## config.mk

```make
export PLATFORM = sky130hd
export DESIGN_NAME = channel_fifo
export DESIGN_NICKNAME = d
export VERILOG_FILES = /design/src/rtl/channel_fifo.sv
export SDC_FILE = /design/constraint.sdc
export NUM_CORES = 1
export LEC_CHECK = 0
export CORE_MARGIN = 3
export CORE_UTILIZATION = 44
export DETAILED_ROUTE_END_ITERATION = 16
export PLACE_DENSITY = 0.66
export SLEW_MARGIN = 20
export SYNTH_ARGS = -nofsm -noshare
export SYNTH_HDL_FRONTEND = slang
export SYNTH_SLANG_ARGS = --single-unit
export TNS_END_PERCENT = 20
```

## constraint.sdc

```tcl
create_clock -name clk -period 2.5 [get_ports clk]
set_clock_uncertainty 0.1 [all_clocks]
set_input_delay 0.375 -clock clk [delete_from_list [all_inputs] [get_ports clk]]
set_output_delay 0.375 -clock clk [all_outputs]
set_load 0.005 [all_outputs]
```

## src/rtl/channel_fifo.sv

```systemverilog
// Single-clock circular-buffer FIFO with show-ahead output and separate push/pop strobes.
// Optional sticky protocol-error flag (err port) is built only when CHANNEL_FIFO_ERR_EN is defined.
module channel_fifo #(
  parameter int WIDTH = 32,
  parameter int DEPTH = 4
) (
  input  logic             clk,
  input  logic             rst,
  input  logic             chan_rst,
  input  logic [WIDTH-1:0] in_data,
  input  logic             write_valid,
  output logic             write_ready,
  input  logic             read_valid,
  output logic             read_ready,
  output logic [WIDTH-1:0] out_data
`ifdef CHANNEL_FIFO_ERR_EN
  ,
  output logic             err
`endif
);

  localparam int AW = (DEPTH > 1) ? $clog2(DEPTH) : 1;
  localparam logic [AW:0] FULL_COUNT = DEPTH[AW:0];

  logic [WIDTH-1:0] mem [DEPTH];
  logic [AW-1:0]    wr_ptr;
  logic [AW-1:0]    rd_ptr;
  logic [AW:0]      count;
  logic             push;
  logic             pop;

  // Handshake flags decode registered occupancy only, so a same-cycle pop never frees a slot.
  assign write_ready = (count != FULL_COUNT);
  assign read_ready  = (count != '0);
  assign push        = write_valid & write_ready;
  assign pop         = read_valid & read_ready;
  assign out_data    = mem[rd_ptr];

  always_ff @(posedge clk) begin
    if (push && !chan_rst) mem[wr_ptr] <= in_data;
  end

  always_ff @(posedge clk or negedge rst) begin
    if (!rst) begin
      wr_ptr <= '0;
      rd_ptr <= '0;
      count  <= '0;
    end else if (chan_rst) begin
      wr_ptr <= '0;
      rd_ptr <= '0;
      count  <= '0;
    end else begin
      if (push) wr_ptr <= wr_ptr + 1'b1;
      if (pop)  rd_ptr <= rd_ptr + 1'b1;
      unique case ({push, pop})
        2'b10:   count <= count + 1'b1;
        2'b01:   count <= count - 1'b1;
        default: count <= count;
      endcase
    end
  end

`ifdef CHANNEL_FIFO_ERR_EN
  always_ff @(posedge clk or negedge rst) begin
    if (!rst) begin
      err <= 1'b0;
    end else if (chan_rst) begin
      err <= 1'b0;
    end else if ((write_valid && !write_ready) || (read_valid && !read_ready)) begin
      err <= 1'b1;
    end
  end
`endif

endmodule

```

# Word-level counts from Yosys, hierarchy flattened
# Memory sizes are Yosys's and may differ from the RTL's.
# Index checks and enable logic that the tools add are counted.
# W data, S select, Z words.
# op_classes
n_addsub	4
n_mul	0
div	0
magnitude_cmp	0
n_eq_ne	3
shift	0
muxes	8
n_bitwise	2
n_reduce_logical	6
# ops
cell	n
$mux W2	4
$pmux W3 S2	1
$reduce_bool A3 Y1	2
$add A2 B1 Y2 const B	2
$reduce_bool A2 Y1	2
$add A3 B1 Y3 const B	1
$mux W3	1
$ne A3 B3 Y1 const B	1
$sub A3 B1 Y3 const B	1
$and A1 B1 Y1	2
$eq A2 B1 Y1 const B	1
$eq A2 B2 Y1 const B	1
$mux W1	2
$logic_and A1 B1 Y1	1
$logic_not A1 Y1	1
# totals
register_bits	7
latch_bits	0
ramBits	128
romBits	0
inputBits	37
out_inout_bits	34
word_cells	27
n_memories	1
# memory_table
memory	words	word_bits	rd	rd_clocked_by_memory_dff	wr	line_no	source
mem	4	32	1	0	1	25	logic [WIDTH-1:0] mem [DEPTH];

# Longest topological paths before layout
# logic_depth
depth_word	5
depth_mapped	6
depth_no_buf	5

# Worst setup path before layout
# Ideal clock, no wire load.
# synth_path
kind	in2reg
start	input port write_valid
end	memory mem[0][0] (enable)
setup_time_ns	0.392
arrival_ns	1.682
required_ns	2.008
slack_ns	0.326
cell_stages	4
path_buffers	1
cell_sequence	buf_4 > inv_1 > nor3_1 > and2_1
# synth_between
elab_chain_cells	4
# synth_rtl
element	line_no	source
start: declaration	11	input logic write_valid,
$and A1 B1 Y1	35	assign push = write_valid & write_ready;
$logic_and A1 B1 Y1	40	if (push && !chan_rst) mem[wr_ptr] <= in_data;
$mux W1	40	
$mux W1 (implied by the code)	40	
end: declaration	25	
# No other way between the ends.

# Worst setup path in the final report
# layout_path
start	register rd_ptr[0]
end	output port out_data[5]
# layout_between
elab_chain_cells	1
# layout_rtl
element	line_no	source
start: declaration	27	logic [AW-1:0] rd_ptr;
start signal: assignment	54	if (pop) rd_ptr <= rd_ptr + 1'b1;
$mem_v2 Z4 W32	--	
end: declaration	15	output logic [WIDTH-1:0] out_data
# No other way between the ends.

==> flow_metrics.py <==
metrics = {
    "status": {
        "outcome": "finished, final reports clean",
    },
    "worst_setup_path": {
        "path_class": "register to primary output",
        "crit_arrival_ns": 1.96,
        "required_ns": 2.03,
        "cp-end-kind": "primary output",
        "path_max_fanout": 9,
        "cp-start-kind": "register",
    },
    "drt": {
        "dr.max_layer_used": "met5",
        "route.met2.wl_mm": 4.61,
        "dr.pass1.iters": 4,
        "wl_met3_um": 558,
        "routed_wirelength_mm": 9.47,
        "wl_met1_mm": 4.21,
        "remaining_drc_errors": 0,
        "drtAntennaViolNets": 0,
        "drtIter0Drc": 218,
        "num_vias": 2582,
        "vias_per_cell": 5.26,
        "avgRoutedWirePerCell_um": 19.3,
    },
    "power": {
        "p_per_area_mw_per_mm2": 847,
        "finalPower_mw": 5.81,
        "leakagePower_nw": 2.35,
        "irDropWorstVdd_uv": 466,
    },
    "logic_synthesis": {
        "synth_area_mm2": 0.00526,
        "ys_types": 34,
        "synthTopCellsByArea": "edfxtp_1 (73%), mux4_2 (12%), dfrtp_1 (3.3%)",
        "syn_area_per_cell_um2": 22.4,
        "async_flop_share": 0.0519,
        "syn_nets": 277,
        "synth_common_cells": "edfxtp_1 (128), mux4_2 (28), a21oi_1 (7), dfrtp_1 (7)",
        "synth_edf_count": 128,
        "synth_largest_area_cell": "edfxtp_1",
        "yosysWarnings": 0,
        "ys_ff_latch": 135,
        "syn_inst": 235,
        "synth_flop_cell": "edfxtp_1",
        "yosysTopAreaCellShare": 0.730,
        "yosysMostFrequentCell": "edfxtp_1",
        "yosysSeqAreaShare": 0.764,
    },
    "timing": {
        "setup_tns_ns": 0,
        "timing.fmax_mhz": 411,
        "worst_pin_slew_ns": 0.439,
        "drv_slew": 0,
        "finalWorstSetupSlack_ns": 0.0673,
        "finalCriticalPeriod_ns": 2.43,
        "maxSlewHeadroom": 0.707,
        "setup_viol_count_final": 0,
        "holdWs_ns": 0.146,
        "period_share": 0.973,
        "final_hold_viol_count": 0,
    },
    "floorplanning": {
        "rows": 39,
        "core_area_mm2": 0.0116,
        "dieArea_mm2": 0.0133,
        "start_util": 0.455,
        "ios": 71,
        "die_w_um": 115,
        "die_h_um": 115,
    },
    "place": {
        "dp_hpwl_mm": 5.91,
        "pre_cts_ws_ns": 0.205,
        "gp_congestion": 0.748,
        "io_buffers": 70,
    },
    "clock_tree": {
        "ctsHtreeMaxLevel": 4,
        "numCtsBuffers": 17,
        "tritoncts": "built",
        "clockBufferDepth": 2,
        "postCtsHoldBufs": 0,
        "cts.sinks": 135,
        "clkLatencyLatePin_ns": 0.41,
        "clk_pin_slew_ns": 0.06,
        "cts_root_buf": "clkbuf_16",
    },
    "global_route": {
        "grt_pass1_vias": 2749,
        "grt-ovfl-total": 0,
        "grt_pass1_wl_mm": 15.1,
        "antenna_found_initial": 1,
        "grt_max_degree": 27,
        "grt.total_usage": 0.155,
    },
    "cells_and_area": {
        "antenna_cells": 0,
        "layout.nets": 377,
        "layout-drive-gt1-share": 0.270,
        "fin_util": 0.593,
        "fill_cells": 856,
        "area_growth_syn_to_layout_pct": 30.3,
    },
    "min_path": {
        "min_path_type": "input pin to async pin",
    },
    "run": {
        "max-cap-violations": 0,
    },
}
-- worst max-delay path: stages, from the launching register on --
cell and delay [ns]:
dfrtp_2 0.43, buf_12 0.16, mux4_2 0.49, clkdlybuf4s50_1 0.46
-- area by class of cell --
cell class	count	area (µm²)	area share
inverters	5	18.8	0.00274
repair buffers	95	997	0.145
flip-flops and latches	135	4020	0.586
clock inverters	15	118	0.0171
well taps	143	179	0.0261
clock buffers	17	425	0.0620
multi-input cells	81	1100	0.160
-- cells in the final DEF (no fill, tap or decap), types with 2 or more instances in the layout --
cell,n
nor2_1,2
dfrtp_1,5
inv_1,5
buf_4,15
clkbuf_16,17
inv_6,6
ha_1,4
edfxtp_1,128
o21ai_0,3
clkdlybuf4s50_1,40
clkinvlp_4,5
nand2b_1,4
dlygate4sd2_1,25
nand3b_1,2
nor3b_2,2
mux4_2,29
buf_12,8
dfrtp_2,2
nand3_1,3
a21oi_1,7
xor2_1,2
dlymetal6s2s_1,5
mux4_1,3
and2_2,4
or3_1,2
clkinv_1,2
-- layer usage --
metal  up-vias  GRT usage
met1      1327      0.211
met2        68      0.239
met5         -          0
met3         9     0.0521
li1       1176          -
met4         2     0.0516
-- kinds of logic (layout without fill, tap and decap cells) --
logic type               count (synthesis)  in the layout  share of synthesized area
flip-flops                             135            135                      0.764
multiplexers                            32             32                      0.140
AND/OR/NAND/NOR                         23             23                     0.0283
buffers and inverters                   19            132                     0.0276
AO/OA/AOI/OAI                           18             18                     0.0224
adder cells (fa/ha/maj)                  5              5                     0.0133
XOR/XNOR                                 3              3                    0.00499
-- registers in the layout, indices dropped and copies added (netlist names) --
register,cells
mem,128
count,3
wr_ptr,2
rd_ptr,2
-- final timing paths --
kind / from / endpoint / slack [ns] / cells past startpoint
setup / recovery: rd_ptr[0] / out_data[5] / 0.07 / 3
hold / removal: rst / count[0] / 0.15 / 1
setup reg to reg: count[0] / count[1] / 0.36 / 5
hold reg to reg: wr_ptr[0] / wr_ptr[0] / 0.52 / 2
max in group asynchronous: rst / rd_ptr[1] / 1.86 / 1
min in group clk: in_data[25] / mem[2][25] / 0.50 / 1
-- metrics by stage --
stage,cells,cell area (µm²)
6_report,491,6860
5_1_grt,491,6860
4_1_cts,486,6790
3_5_place_dp,452,6230
3_3_place_gp,452,6230
2_1_floorplan,235,5260
-- repair_timing --
item,4_1_cts,5_1_grt
setup endpoints to repair,28,7
cloned,1,0
gates resized for setup,28,6
setup buffers,1,5
-- power breakdown --
group	switching [mW]	total, mW	internal, mW
Combinational	0.356	0.931	0.576
Sequential	0.0656	2.64	2.57
Clock	0.955	2.24	1.28
(Power assumes the default switching activity.)
